<file path="config.mk">
export PLATFORM = sky130hd
export DESIGN_NAME = zmod_rx_aligner
export DESIGN_NICKNAME = d
export VERILOG_FILES = /design/src/rtl/zmod_rx_aligner.sv
export SDC_FILE = /design/constraint.sdc
export NUM_CORES = 1
export LEC_CHECK = 0
export ABC_AREA = 1
export CORE_AREA = 5 5 147 149
export CTS_CLUSTER_SIZE = 24
export DETAILED_ROUTE_END_ITERATION = 6
export DIE_AREA = 0 0 152 154
export HOLD_SLACK_MARGIN = 0.08
export PLACE_DENSITY = 0.85
export SLEW_MARGIN = 15
export SYNTH_ARGS = -nofsm -noshare
export SYNTH_HDL_FRONTEND = slang
export SYNTH_SLANG_ARGS = --single-unit
</file>
<file path="constraint.sdc">
create_clock -name clk -period 11.43 [get_ports clk]
set_input_delay 2.286 -clock clk [delete_from_list [all_inputs] [get_ports clk]]
set_output_delay 2.286 -clock clk [all_outputs]
set_load 0.005 [all_outputs]
</file>
<file path="src/rtl/zmod_rx_aligner.sv">
// zmod_rx_aligner: zmod LVDS rx word aligner, sync-lane lock FSM and counter-pattern checker
// Clocked by rxdivclk on its rising edge; rst is synchronous and active high.
// Ports:
//   rx_data[31:24] sync lane, rx_data[23:0] data lanes 2..0 (raw ISERDES words)
//   clear_counts   clears err_count, word_count (and err_sticky); wins over a same-edge increment
//   locked, shift  lock status and the bit-slip in use
//   out_valid, out_data  aligned {lane2,lane1,lane0}, two edges after the byte is sampled
//   pat_err        pulse with a valid word that breaks the +1 counter pattern
//   err_count, word_count  saturating counters
// Optional: define ZMOD_RX_STICKY_ERR_EN to add err_sticky (set by pat_err, cleared by rst/clear_counts).
module zmod_rx_aligner #(
  parameter int LOCK_COUNT = 16,
  parameter int LOSS_COUNT = 4,
  parameter int CNT_W      = 32
) (
  input  logic             clk,
  input  logic             rst,
  input  logic [31:0]      rx_data,
  input  logic             clear_counts,
  output logic             locked,
  output logic [2:0]       shift,
  output logic             out_valid,
  output logic [23:0]      out_data,
  output logic             pat_err,
  output logic [CNT_W-1:0] err_count,
  output logic [CNT_W-1:0] word_count
`ifdef ZMOD_RX_STICKY_ERR_EN
  ,
  output logic             err_sticky
`endif
);
  localparam int GW = $clog2(LOCK_COUNT + 1);
  localparam int BW = $clog2(LOSS_COUNT + 1);
  typedef enum logic [1:0] {HUNT, VERIFY, LOCKED} state_t;
  state_t state;
  logic [3:0][15:0] hist;
  logic [7:0] sync;
  logic [2:0] cand, cand_shift;
  logic hot, good_lock, lose;
  logic [GW-1:0] good;
  logic [BW-1:0] bad;
  logic [23:0] aligned, d_q, expected;
  logic v_q, lost_q, seeded, mis;
  assign sync = hist[3][7:0];
  assign hot = $onehot(sync);
  always_comb begin
    cand = '0;
    for (int i = 0; i < 8; i++)
      if (sync[i]) cand = 3'(i);
  end
  assign good_lock = hot && cand == shift;
  assign lose = state == LOCKED && !good_lock && bad == BW'(LOSS_COUNT - 1);
  // Each lane keeps the previous byte so any slip 0..7 can straddle two words.
  assign aligned = {8'(hist[2] >> shift), 8'(hist[1] >> shift), 8'(hist[0] >> shift)};
  assign mis = v_q && seeded && d_q != expected;
  always_ff @(posedge clk)
    if (rst) hist <= '0;
    else for (int i = 0; i < 4; i++) hist[i] <= {hist[i][7:0], rx_data[i*8 +: 8]};
  always_ff @(posedge clk) begin
    if (rst) begin
      state <= HUNT;
      good <= '0;
      bad <= '0;
      cand_shift <= '0;
      shift <= '0;
      locked <= 1'b0;
    end else begin
      case (state)
        HUNT:
          if (hot) begin
            cand_shift <= cand;
            good <= GW'(1);
            if (LOCK_COUNT == 1) begin
              state <= LOCKED;
              shift <= cand;
              locked <= 1'b1;
              bad <= '0;
            end else state <= VERIFY;
          end
        VERIFY:
          if (hot && cand == cand_shift) begin
            good <= good + 1'b1;
            if (good == GW'(LOCK_COUNT - 1)) begin
              state <= LOCKED;
              shift <= cand_shift;
              locked <= 1'b1;
              bad <= '0;
            end
          end else begin
            state <= HUNT;
            good <= '0;
          end
        LOCKED:
          if (good_lock) bad <= '0;
          else if (lose) begin
            state <= HUNT;
            locked <= 1'b0;
            bad <= '0;
            good <= '0;
          end else bad <= bad + 1'b1;
        default: state <= HUNT;
      endcase
    end
  end
  // lost_q travels with the word pipeline so seeding drops in stream order.
  always_ff @(posedge clk) begin
    if (rst) begin
      v_q <= 1'b0;
      d_q <= '0;
      lost_q <= 1'b0;
      out_valid <= 1'b0;
      out_data <= '0;
      pat_err <= 1'b0;
      seeded <= 1'b0;
      expected <= '0;
      err_count <= '0;
      word_count <= '0;
    end else begin
      v_q <= state == LOCKED && good_lock;
      d_q <= aligned;
      lost_q <= lose;
      out_valid <= v_q;
      out_data <= d_q;
      pat_err <= mis;
      seeded <= lost_q ? 1'b0 : v_q ? 1'b1 : seeded;
      expected <= v_q ? d_q + 24'd1 : expected;
      err_count <= clear_counts ? '0 : (mis && ~&err_count) ? err_count + 1'b1 : err_count;
      word_count <= clear_counts ? '0 : (v_q && ~&word_count) ? word_count + 1'b1 : word_count;
    end
  end
`ifdef ZMOD_RX_STICKY_ERR_EN
  always_ff @(posedge clk)
    if (rst) err_sticky <= 1'b0;
    else err_sticky <= clear_counts ? 1'b0 : err_sticky | mis;
`endif
endmodule

</file>
* After elaboration in Yosys (flattened, before gate mapping)
Cells that the tools add are included.
** Operators by class
- $add $sub $neg :: 12
- Eq/ne operators :: 14
- Shift operators :: 3
- Muxes and demuxes :: 28
- Reduce and logical (&&, ||, !) cells :: 25
** Operators by type and width (number)
- 32-bit by 1-bit adder with 32-bit output (second input constant) :: 2
- 32-bit AND reduction :: 2
- 16-bit by 3-bit >> shifter with 8-bit output :: 3
- 3-bit two-way mux :: 9
- 24-bit by 1-bit adder with 24-bit output (second input constant) :: 1
- 24-bit != test :: 1
- 5-bit two-way mux :: 4
- 5-bit one-hot mux with 3 select lines :: 1
- 2-bit two-way mux :: 6
- 2-bit != test (second input constant) :: 5
- 1-bit logical AND :: 9
- 1-bit by 1-bit adder with 2-bit output :: 4
- 4-bit AND reduction :: 2
- 2-bit by 2-bit adder with 3-bit output :: 2
- 3-bit == test :: 2
- 2-bit one-hot mux with 3 select lines :: 1
- 3-bit one-hot mux with 2 select lines :: 1
- 3-bit AND reduction :: 2
- 5-bit by 1-bit adder with 5-bit output (second input constant) :: 1
- 5-bit by 4-bit == test with 1-bit output (second input constant) :: 1
- 1-bit two-way mux :: 5
- 5-bit AND reduction :: 1
- 3-bit by 3-bit adder with 4-bit output :: 1
- 4-bit by 1-bit == test with 1-bit output (second input constant) :: 1
- 12 further kinds :: 15
** Word-level totals
- Flip-flop bits (word level) :: 214
- Input port bits :: 35
- Output and inout bits :: 94
- Logic and storage cells :: 102

* Longest topological paths before layout
Gate-level depths: netlist of run 1.
- Depth after elaboration :: 15
- Gate-level depth with buffers :: 21
- Depth with buffers taken out :: 21

* Worst setup path before layout of run 1
OpenSTA, ideal clock, no wires.
- Kind :: register to register
- Start :: register hist[48] (netlist bit)
- End :: register shift[2]
- Setup time :: 133 ps
- Data arrival time :: 3459 ps
- Data required time :: 11297 ps
- Path slack :: 7839 ps
- Cell stages (with the launch flop) :: 20
- Path buffers :: 0
- Clock period less this slack :: 3591 ps
- Path through :: dfxtp_1 -> inv_1 -> fa_1 -> fa_1 -> fa_1 -> inv_1 -> ha_1 -> inv_1 -> fa_1 -> nand2_1 -> inv_1 -> nand2_1 -> a21oi_2 -> nand2_1 -> nor2_2 -> nand3_4 -> nor2_4 -> nand2_1 -> o21ai_0 -> a21oi_1
** Between the ends
- Word-level cells in the longest chain between the ends :: 6
** RTL lines
- from (decl) :: RTL line 36 : logic [3:0][15:0] hist;
- from (signal assigned) :: RTL line 57 : if (rst) hist <= '0;
- 1-bit by 1-bit adder with 2-bit output (not written as such) :: RTL line 45 : assign hot = $onehot(sync);
- 2-bit by 2-bit adder with 3-bit output (not written as such) :: RTL line 45
- 3-bit by 3-bit adder with 4-bit output (not written as such) :: RTL line 45
- 4-bit by 1-bit == test with 1-bit output :: RTL line 45
- 1-bit logical AND :: RTL line 81 : if (hot && cand == cand_shift) begin
- 3-bit AND reduction (no line)
- to (signal assigned) :: RTL line 75 : shift <= cand;
- to (signal assigned) :: RTL line 85 : shift <= cand_shift;
- to (decl) :: RTL line 21 : output logic [2:0] shift,
No other way between the ends.
A chain may end at the register's enable or synchronous reset.

* Final worst setup path of run 1
- Start :: register shift[2]
- End :: output shift[2]
No word-level cell between the ends.

==> results.md, run 1 <==
* Status: finished, final reports clean
* Tmin final at 4.23 ns
* Slew HR at 0.304
* Post-Syn Nets at roughly 1600
* Skew final at around 0.0062 ns
* Post-synth EDFFs at 0
* Xor-xnor portion of the synthesized cell area at 0.0775
* P&R area growth vs syn at 20.5%
* Via count at 9961
* Fin. max-slew vios at 0
* CP bufs+invs at 1
* Initial Util at 0.535
* Final WL at about 25000 microns
* Layout cells sized above 1 at 0.0550
* Worst Tran Pin Value at 1.04 ns
* Worst hold path class: reg -> reg
* # setup viols final at 0
* Mapped Area at 10700 sq um
* Total grt overflow at 0
* DR vias/cell at ~5.2
* Multiplexer share of the synthesized area at 0.00746
* Unrepaired setup endpoints after global routing: no
* Total chip power at 1.83 mW
* Hold buffers post-CTS at 0
* Detailed Route Iter0 Violations at 579
* CTS tree: yes
* First-pass GRT wire length at 42500 microns
* Core area at 20000 sq um
* ANT cells at 0
* Ys async rst share at 0
* GPL Wtd Cong at approximately 0.95
* Element type at the critical path start: flip-flop
* Seq/Total Area, Yosys at 0.394
* Die area at 23400 sq um
* Routed WL per cell at 13.3 microns
* Die Y at roughly 150 microns
* Post-CTS sizing at 0
* CP max stage delay at between 0.8 and 0.9 ns
* HP Start: lost_q
* Final Hold Viols at 0
* Initial antenna violation count at 0
* Yosys cell types at 47
* CP cell instances: clkdlybuf4s50_1
* Pwr dens at 141 nW/um^2
* Ys flop type: dfxtp_1
* Worst Setup End Kind: primary output
* Chip Width at 152 microns
* Compound-Gate Fraction of Synth Area at 0.108
* RR Startpoint: hist[49]
* Crit path max fanout at 19
* Clock Sink Count at about 210
* Number of synthesis warnings at 0
* Area share of fa/ha/maj cells after synthesis at 0.0226
* HPWL Detailed at 18000 microns
* Mean post-synth cell area at roughly 7.0 sq um
* Vias in the first global route at approximately 9100
* Num rows at 52
* Root Driver: clkbuf_16
* Gr usage total at 0.207
* FILL cells at between 1500 and 2000
* Antenna Nets Post-Route at 0
* Maxcap violations at 0
* WP data arrival at 1.95 ns
* Pin count of the biggest net entering global routing at 84
* Layout Nets at roughly 1700
* Post-Syn Instances at 1531
* Clk buf depth at 3
* Drt first pass iters at 5
* Tcrit/Tclk final at 0.370
* Clock transition at the registers of the reported paths at roughly 0.060 ns
* Skew-Pair Late Insertion Delay at 0.50 ns
* CTS H-tree depth at 1
* Ports at 129
* Setup crit start: shift[2]
* Main combinational cell family by area after synthesis: simple AND/OR/NAND/NOR gates
* WS Path Type: reg -> out
* Sum Neg Setup Slack at 0 ns
* Buffer count from post-CTS setup fixing at 0
* CTS Buf Count at 23
* Post-Synth Simple-Gate Area at 0.296
* Pleak at 5.02 nW
* FF+latch count, synth at between 200 and 250
* CP required at 9.14 ns
* I/O Buffers at ~130
* CP delay by family, top: flip-flops
* Drt drc at 0
* Worst VDD drop at roughly 0.12 mV
* Critical path's slowest cell: dfxtp_1
* Fmax at 236 MHz
==> worst paths after layout <==
kind	endpoint	slack, ns	depth (start not counted)
worst max-delay path	shift[2]	7.20	1
worst min-delay path	seeded	0.39	1
worst max register to register	shift[2]	7.55	19
worst min register to register	seeded	0.39	1
==> registers in the layout, indices dropped and copies added, names as in the netlist <==
name / flops
shift: 3
state: 2
good: 5
v_q: 1
locked: 1
out_valid: 1
pat_err: 1
bad: 3
hist: 53
word_count: 32
lost_q: 1
seeded: 1
out_data: 24
expected: 24
err_count: 32
cand_shift: 3
d_q: 24
==> metrics by stage <==
step / utilization / setup WS, ns / area (sq um) / hold slack [ns] / cells
after floorplan: - / 7.84 / 10700 / 0.373 / 1531
after global placement: 0.602 / 7.18 / 12100 / 0.379 / 1865
after detailed placement: 0.602 / 7.10 / 12100 / 0.387 / 1865
after CTS: 0.645 / 7.18 / 12900 / 0.406 / 1906
after global routing: 0.645 / 7.09 / 12900 / 0.407 / 1906
final: 0.645 / 7.20 / 12900 / 0.393 / 1906
==> layout by cell type, fill, tap and decap left out, types with 2 or more instances in the layout <==
master / instances
clkbuf_8: 3
nand3b_1: 2
fa_1: 4
mux2i_1: 8
nand2_2: 6
xnor2_1: 44
clkbuf_16: 23
clkinv_2: 4
inv_2: 7
bufinv_16: 7
or2_2: 4
clkdlybuf4s50_1: 127
nor3_1: 38
dfxtp_1: 210
a21oi_1: 98
xor2_1: 51
nor4_1: 8
nand4_1: 26
inv_1: 176
ha_1: 13
nor3b_2: 2
o211ai_1: 10
nand3_2: 5
buf_4: 6
nand3_4: 2
nand3_1: 72
nand2_1: 332
nor2_2: 4
nor2_4: 3
a211oi_1: 7
o21ai_0: 94
o21ai_1: 4
nor3_2: 6
clkbuf_1: 2
nor2_1: 213
==> power by group <==
part	internal (mW)	switching, mW
clock	0.546	0.296
combinational	0.0769	0.115
sequential	0.769	0.0240
==> layer usage <==
layer / share of wire / up-vias / global-route usage
met3: 0.080 / 46 / 0.0318
met2: 0.47 / 414 / 0.361
li1: - / 5039 / -
met5: 0 / - / 0
met4: 0.026 / 0 / 0.0616
met1: 0.42 / 4462 / 0.267
==> cell type report <==
cell class	instances	area, sq um	area share
clock inverters	13	246	0.0191
inverters	184	691	0.0534
clock buffers	28	624	0.0483
repair buffers	133	1320	0.102
multi-input cells	1067	5480	0.424
flip-flops and latches	211	4230	0.327
well taps	270	338	0.0261
==> cells by family after synthesis <==
logic type | count (synthesis)
buffers and inverters | 253
muxes | 8
and+or+nand+nor | 729
xor gates and xnor gates | 95
adders and majority gates | 17
AOI/OAI and AO/OA | 218
DFF | 211
==> cells in the mapped netlist, types with 2 or more instances <==
library cell | number | area share
nor3b_2 | 2 | 0.0023
nor2_2 | 4 | 0.0023
buf_2 | 12 | 0.0056
o21ai_1 | 4 | 0.0019
ha_1 | 13 | 0.015
mux2i_1 | 8 | 0.0075
nand2_2 | 6 | 0.0035
buf_4 | 9 | 0.0063
xor2_1 | 51 | 0.042
a211oi_1 | 7 | 0.0049
o21ai_0 | 94 | 0.044
nor4_1 | 8 | 0.0047
nand3_4 | 2 | 0.0033
nor3_1 | 38 | 0.018
dfxtp_1 | 211 | 0.39
or2_2 | 4 | 0.0023
nand3_1 | 72 | 0.034
buf_6 | 2 | 0.0021
clkbuf_2 | 4 | 0.0019
nand2_1 | 332 | 0.12
nand4_1 | 26 | 0.015
xnor2_1 | 44 | 0.036
a21oi_1 | 98 | 0.046
nand3b_1 | 2 | 0.0014
nor3_2 | 6 | 0.0056
inv_2 | 7 | 0.0024
inv_1 | 176 | 0.062
nor2_1 | 213 | 0.075
nor2_4 | 3 | 0.0031
clkbuf_1 | 40 | 0.014
nand3_2 | 5 | 0.0047
fa_1 | 4 | 0.0075
o211ai_1 | 10 | 0.0070
(Power assumes the default switching activity.)
==> run 2: changes to the inputs <==
Clock period 11.43 ns to 4 ns, I/O delays scaled along.
==> results.md, run 2 (synthesized netlist as in run 1, its figures left out) <==
* Fin. max-slew vios at 0 (unchanged)
* First-pass GRT wire length at 42200 microns (-0.68%)
* I/O Buffers at 128 (unchanged)
* Drt drc at 0 (unchanged)
* Drt first pass iters at 5 (unchanged)
* Clock Sink Count at 211 (unchanged)
* Worst VDD drop at 0.272 mV (+120%)
* Final WL at 25600 microns (+1.3%)
* WP data arrival at 4.20 ns (+2.25 ns)
* Final Hold Viols at 0 (unchanged)
* Worst Tran Pin Value at 1.11 ns (+0.0728 ns)
* Vias in the first global route at 9087 (+0.38%)
* Worst Setup End Kind: flip-flop
* Sum Neg Setup Slack at 0 ns (unchanged)
* Top flop regs: hist x53, err_count x32, word_count x32
* Pleak at 5.08 nW (+1.1%)
* Ports at 129 (unchanged)
* Worst hold slack at 0.387 ns (-0.00591 ns)
* ANT cells at 0 (unchanged)
* P&R area growth vs syn at 21.3%
* Final instance area at 13000 sq um (+0.75%)
* R2R cell count at 19 (unchanged)
* HP Start: lost_q
* Most common cell after layout, fill and taps aside: nand2_1
* Skew final at 0.0169 ns (+0.0107 ns)
* Maxcap violations at 0 (unchanged)
* Layout Nets at 1676 (+0.24%)
* Status: finished, final reports clean
* Most frequent cells in the layout: 328 x nand2_1, 211 x nor2_1, 210 x dfxtp_1
* Antenna Nets Post-Route at 0 (unchanged)
* Non-filler cells, final at 1912 (+0.31%)
* Cells on Worst Hold Path at 1 (unchanged)
* Root Driver: clkbuf_16
* Final worst slack at 0.173 ns (-7.02 ns)
* Clk buf depth at 3 (unchanged)
* Routed WL per cell at 13.4 microns (+0.96%)
* Placed cells at 1865 (unchanged)
* Detailed Route Iter0 Violations at 598 (+3.3%)
* Hold buffers post-CTS at 0 (unchanged)
* Skew-Pair Late Insertion Delay at 0.51 ns (about the same)
* Tmin final at 3.83 ns
* WS Path Type: reg -> reg
* CTS H-tree depth at 1 (unchanged)
* Chip Width at 152 microns (unchanged)
* Crit path max fanout at 6 (-13)
* Element type at the critical path start: flip-flop
* Num rows at 52 (unchanged)
* CTS tree: yes
* Clock transition at the registers of the reported paths at 0.06 ns (about the same)
* Gr usage total at 0.206 (-0.00127)
* Initial Util at 0.535 (unchanged)
* Slew HR at 0.256 (-0.0486)
* Layout cells sized above 1 at 0.0639 (+0.00893)
* Pwr dens at 405 nW/um^2 (+190%)
* Total grt overflow at 0 (unchanged)
* Register-to-register path setup slack at 0.17 ns (-7.38 ns)
* Core area at 20000 sq um (unchanged)
* Initial antenna violation count at 0 (unchanged)
* Max reg flops at 53 (unchanged)
* Die Y at 154 microns (unchanged)
* GPL Wtd Cong at 0.937 (-1.8%)
* Fmax at 261 MHz
* Largest Register: hist
* Hold worst-path end: seeded
* Total chip power at 5.27 mW (+190%)
* Via count at 9957 (-0.040%)
* HPWL Detailed at 18000 microns (-0.23%)
* Tcrit/Tclk final at 0.957
* Area post-placement at 12100 sq um (unchanged)
* Pin count of the biggest net entering global routing at 113 (+35%)
* # setup viols final at 0 (unchanged)
* Worst R2R End: shift[2]
* CP required at 4.37 ns (-4.77 ns)
* Pre-CTS setup slack at 0.0756 ns (-7.03 ns)
* RR Startpoint: hist[48]
* CTS Buf Count at 24 (+4.3%)
* Final Util at 0.650 (+0.00481)
* DR vias/cell at 5.21 (-0.35%)
* Worst hold path class: reg -> reg
* FILL cells at 1773 (-0.45%)
* Die area at 23400 sq um (unchanged)
## run 2: cell count changes in the layout (fill, tap and decap cells not counted), moves of 2 or more
cell,before,now
nand2_1,332,328
clkinv_2,4,6
buf_4,6,9
clkbuf_8,3,6
nand2_2,6,9
o21ai_0,94,92
nor2_1,213,211
bufinv_16,7,5
clkbuf_16,23,25
## run 2: worst max path at each step
stage                     startpoint       end  slack, ns  depth (start not counted)
final                       hist[48]  shift[2]       0.17                         19
after global routing        hist[48]    bad[1]      -0.01                         20
after CTS                   hist[48]  shift[2]       0.05                         19
after detailed placement    hist[48]  shift[2]       0.08                         19
after global placement      hist[48]  shift[2]       0.26                         19
after floorplan             hist[48]  shift[2]       0.41                         19
## run 2: critical path, cell delays in order (launching register included)
cell     delay [ns]
dfxtp_1        0.31
inv_1          0.05
fa_1           0.55
fa_1           0.44
fa_1           0.45
inv_2          0.08
ha_4           0.13
inv_1          0.04
fa_1           0.47
nand2_1        0.05
inv_1          0.04
nand2_1        0.07
a21oi_4        0.17
nand2_2        0.09
nor2_4         0.12
nand3_4        0.13
nor2_4         0.19
nand2_4        0.09
o21ai_1        0.15
a21oi_1        0.07
## run 2: cell type report
cell class / count / area [sq um] / area share
inverter: 184 / 691 / 0.0530
sequential: 211 / 4230 / 0.324
clock inverter: 11 / 180 / 0.0138
tap: 270 / 338 / 0.0259
clock buffer: 33 / 716 / 0.0550
multi-input combinational: 1067 / 5530 / 0.425
timing repair buffer: 136 / 1340 / 0.103
## run 2: layer usage
| layer | up-vias | share of wire | GRT usage | wire length (microns) |
|---|---|---|---|---|
| li1 | 5063 | - | - | - |
| met3 | 64 | 0.073 | 0.0388 | 1860 |
| met1 | 4453 | 0.43 | 0.259 | 11000 |
| met2 | 377 | 0.47 | 0.357 | 12000 |
| met5 | - | 0 | 0 | 0 |
| met4 | 0 | 0.029 | 0.0676 | 745 |
## run 2: what timing repair did
action | in CTS | in global routing
endpoints found under the setup margin | 0 | 14
setup buffers | 0 | 3
resized for setup | 0 | 15
## run 2: power breakdown
group | switching [mW] | internal, mW
registers | 0.0723 | 2.20
clock network | 0.848 | 1.57
logic | 0.351 | 0.238
total | 1.27 | 4.00
==> run 3: changes to the inputs <==
Settings changed: GPL_ROUTABILITY_DRIVEN set to 0.
==> results.md, run 3 (synthesized netlist as in run 1, its figures left out) <==
* Status: finished, final reports clean
* HP Start: lost_q
* Area occupied by multi-input gates at 5500 sq um (-0.52%)
* Most frequent cells in the layout: 330 x nand2_1, 212 x nor2_1, 210 x dfxtp_1
* Top flop regs: hist x53, err_count x32, word_count x32
* Hold worst-path end: seeded
* Via count at 9951 (-0.060%)
* Pin count of the biggest net entering global routing at 113 (unchanged)
* Worst hold path class: reg -> reg
* Final Util at 0.645 (-0.00525)
* # setup viols final at 0 (unchanged)
* P&R area growth vs syn at 20.4%
* Final Hold Viols at 0 (unchanged)
* Hold buffers post-CTS at 0 (unchanged)
* Worst VDD drop at 0.292 mV (+7.6%)
* R2R cell count at 21 (+2)
* Pwr dens at 395 nW/um^2 (-2.5%)
* Maxcap violations at 0 (unchanged)
* Final worst slack at 0.200 ns (+0.0273 ns)
* HPWL Detailed at 17900 microns (-0.31%)
* Worst Setup End Kind: flip-flop
* WS Path Type: reg -> reg
* Drt first pass iters at 5 (unchanged)
* Initial Util at 0.535 (unchanged)
* Cells on Worst Hold Path at 1 (unchanged)
* Most common cell after layout, fill and taps aside: nand2_1
* DR vias/cell at 5.22 (+0.15%)
* First-pass GRT wire length at 42600 microns (+0.80%)
* Routed WL per cell at 13.2 microns (-1.1%)
* Sequential cell area at 4230 sq um (unchanged)
* Crit path max fanout at 5 (-1)
* Switch share at 0.243 (+0.00192)
* Vias in the first global route at 9309 (+2.4%)
* Die area at 23400 sq um (unchanged)
* Switching power at 1.24 mW (-2.5%)
* Slew HR at 0.247 (-0.00876)
* Antenna Nets Post-Route at 0 (unchanged)
* Clock Sink Count at 211 (unchanged)
* Skew final at 0.0165 ns (-0.000408 ns)
* CP required at 4.34 ns (-0.03 ns)
* Core area at 20000 sq um (unchanged)
* Fin. max-slew vios at 0 (unchanged)
* Num rows at 52 (unchanged)
* Total grt overflow at 0 (unchanged)
* Detailed Route Iter0 Violations at 675 (+13%)
* Chip Width at 152 microns (unchanged)
* Layout cells sized above 1 at 0.0586 (-0.00534)
* CTS H-tree depth at 1 (unchanged)
* Clk network pwr share at 0.444 (-0.014)
* Layout Nets at 1673 (-0.18%)
* Total chip power at 5.10 mW (-3.3%)
* Worst R2R End: good[1]
* Tmin final at 3.80 ns (-0.0273 ns)
* Tcrit/Tclk final at 0.950 (-0.00682)
* Largest Register: hist
* Worst Tran Pin Value at 1.13 ns (+0.0131 ns)
* Final WL at 25200 microns (-1.3%)
* Skew-Pair Late Insertion Delay at 0.51 ns (about the same)
* CTS Buf Count at 23 (-4.2%)
* CTS tree: yes
* Gr usage total at 0.207 (+0.000931)
* Clk buf depth at 3 (unchanged)
* Root Driver: clkbuf_16
* Ports at 129 (unchanged)
* Element type at the critical path start: flip-flop
* Register-to-register path setup slack at 0.20 ns (+0.03 ns)
* Pleak at 5.02 nW (-1.1%)
* Max reg flops at 53 (unchanged)
* Die Y at 154 microns (unchanged)
* WP data arrival at 4.14 ns (-0.06 ns)
* ANT cells at 0 (unchanged)
* Sum Neg Setup Slack at 0 ns (unchanged)
* Drt drc at 0 (unchanged)
* Clock transition at the registers of the reported paths at 0.06 ns (about the same)
* Cell Int Power at 3.86 mW (-3.5%)
* RR Startpoint: hist[48]
* I/O Buffers at 128 (unchanged)
* Pre-CTS setup slack at 0.147 ns (+0.0719 ns)
* Sequential Power Share at 0.445 (+0.015)
* Initial antenna violation count at 0 (unchanged)
* Fmax at 263 MHz (+0.72%)
* Logic gate share of total power at 0.111 (about the same)
* FILL cells at 1727 (-2.6%)
==> run 3: cell types whose count changed in the layout (fill, tap and decap cells not counted), sizes merged <==
cell    previous run  this run
clkbuf            33        31
buf                9         7
bufinv             5         4
inv              183       184
==> run 3: area by class of cell <==
class | instances | share of cell area
Clock buffer | 31 | 0.0523
Tap cell | 270 | 0.0262
Sequential cell | 211 | 0.327
Clock inverter | 11 | 0.0123
Multi-Input combinational cell | 1067 | 0.426
Timing Repair Buffer | 134 | 0.102
Inverter | 184 | 0.0535
==> run 3: power groups by stage <==
stage | logic, mW | clock network, mW | registers (mW)
floorplan | 0.410 | 0 | 2.29
global placement | 0.527 | 0 | 2.31
detailed placement | 0.547 | 0 | 2.31
CTS | 0.557 | 2.31 | 2.27
global route | 0.647 | 2.41 | 2.28
finish | 0.568 | 2.27 | 2.27
==> run 3: through the flow <==
stage	cell area, sq um	cells	hold WS [ns]
finish	12900	1908	0.399
global route	12900	1908	0.405
CTS	12900	1907	0.400
detailed placement	12100	1865	0.393
global placement	12100	1865	0.387
floorplan	10700	1531	0.373
==> run 3: what timing repair did <==
action                     in CTS  in global routing
setup buffers                   0                  1
resized for setup               0                  6
setup endpoints to repair       0                  4
==> run 3: worst max path at each step <==
stage | slack [ns] | endpoint | depth (start not counted) | startpoint
finish | 0.20 | good[1] | 21 | hist[48]
global route | -0.04 | good[1] | 21 | hist[48]
CTS | 0.13 | shift[0] | 19 | hist[48]
detailed placement | 0.15 | shift[0] | 19 | hist[48]
global placement | 0.26 | shift[1] | 19 | hist[48]
floorplan | 0.41 | shift[2] | 19 | hist[48]
==> run 3: critical path, stage by stage (launching register included) <==
cell,delay (ns)
dfxtp_1,0.31
inv_1,0.05
fa_1,0.55
fa_1,0.43
fa_1,0.44
inv_1,0.07
ha_1,0.15
inv_1,0.05
fa_1,0.47
nand2_1,0.05
inv_1,0.04
nand2_1,0.07
a21oi_4,0.16
nand2_1,0.08
nor2_2,0.13
nand2_1,0.10
nand2_1,0.08
nand2_1,0.11
nand2_2,0.14
nand2_1,0.06
nand2_1,0.05
nor2_1,0.04
==> run 3: per-layer routing <==
metal / GRT usage / wire length, microns
met1: 0.261 / 10500
met2: 0.363 / 12100
met3: 0.0318 / 1920
met4: 0.0702 / 665
met5: 0 / 0
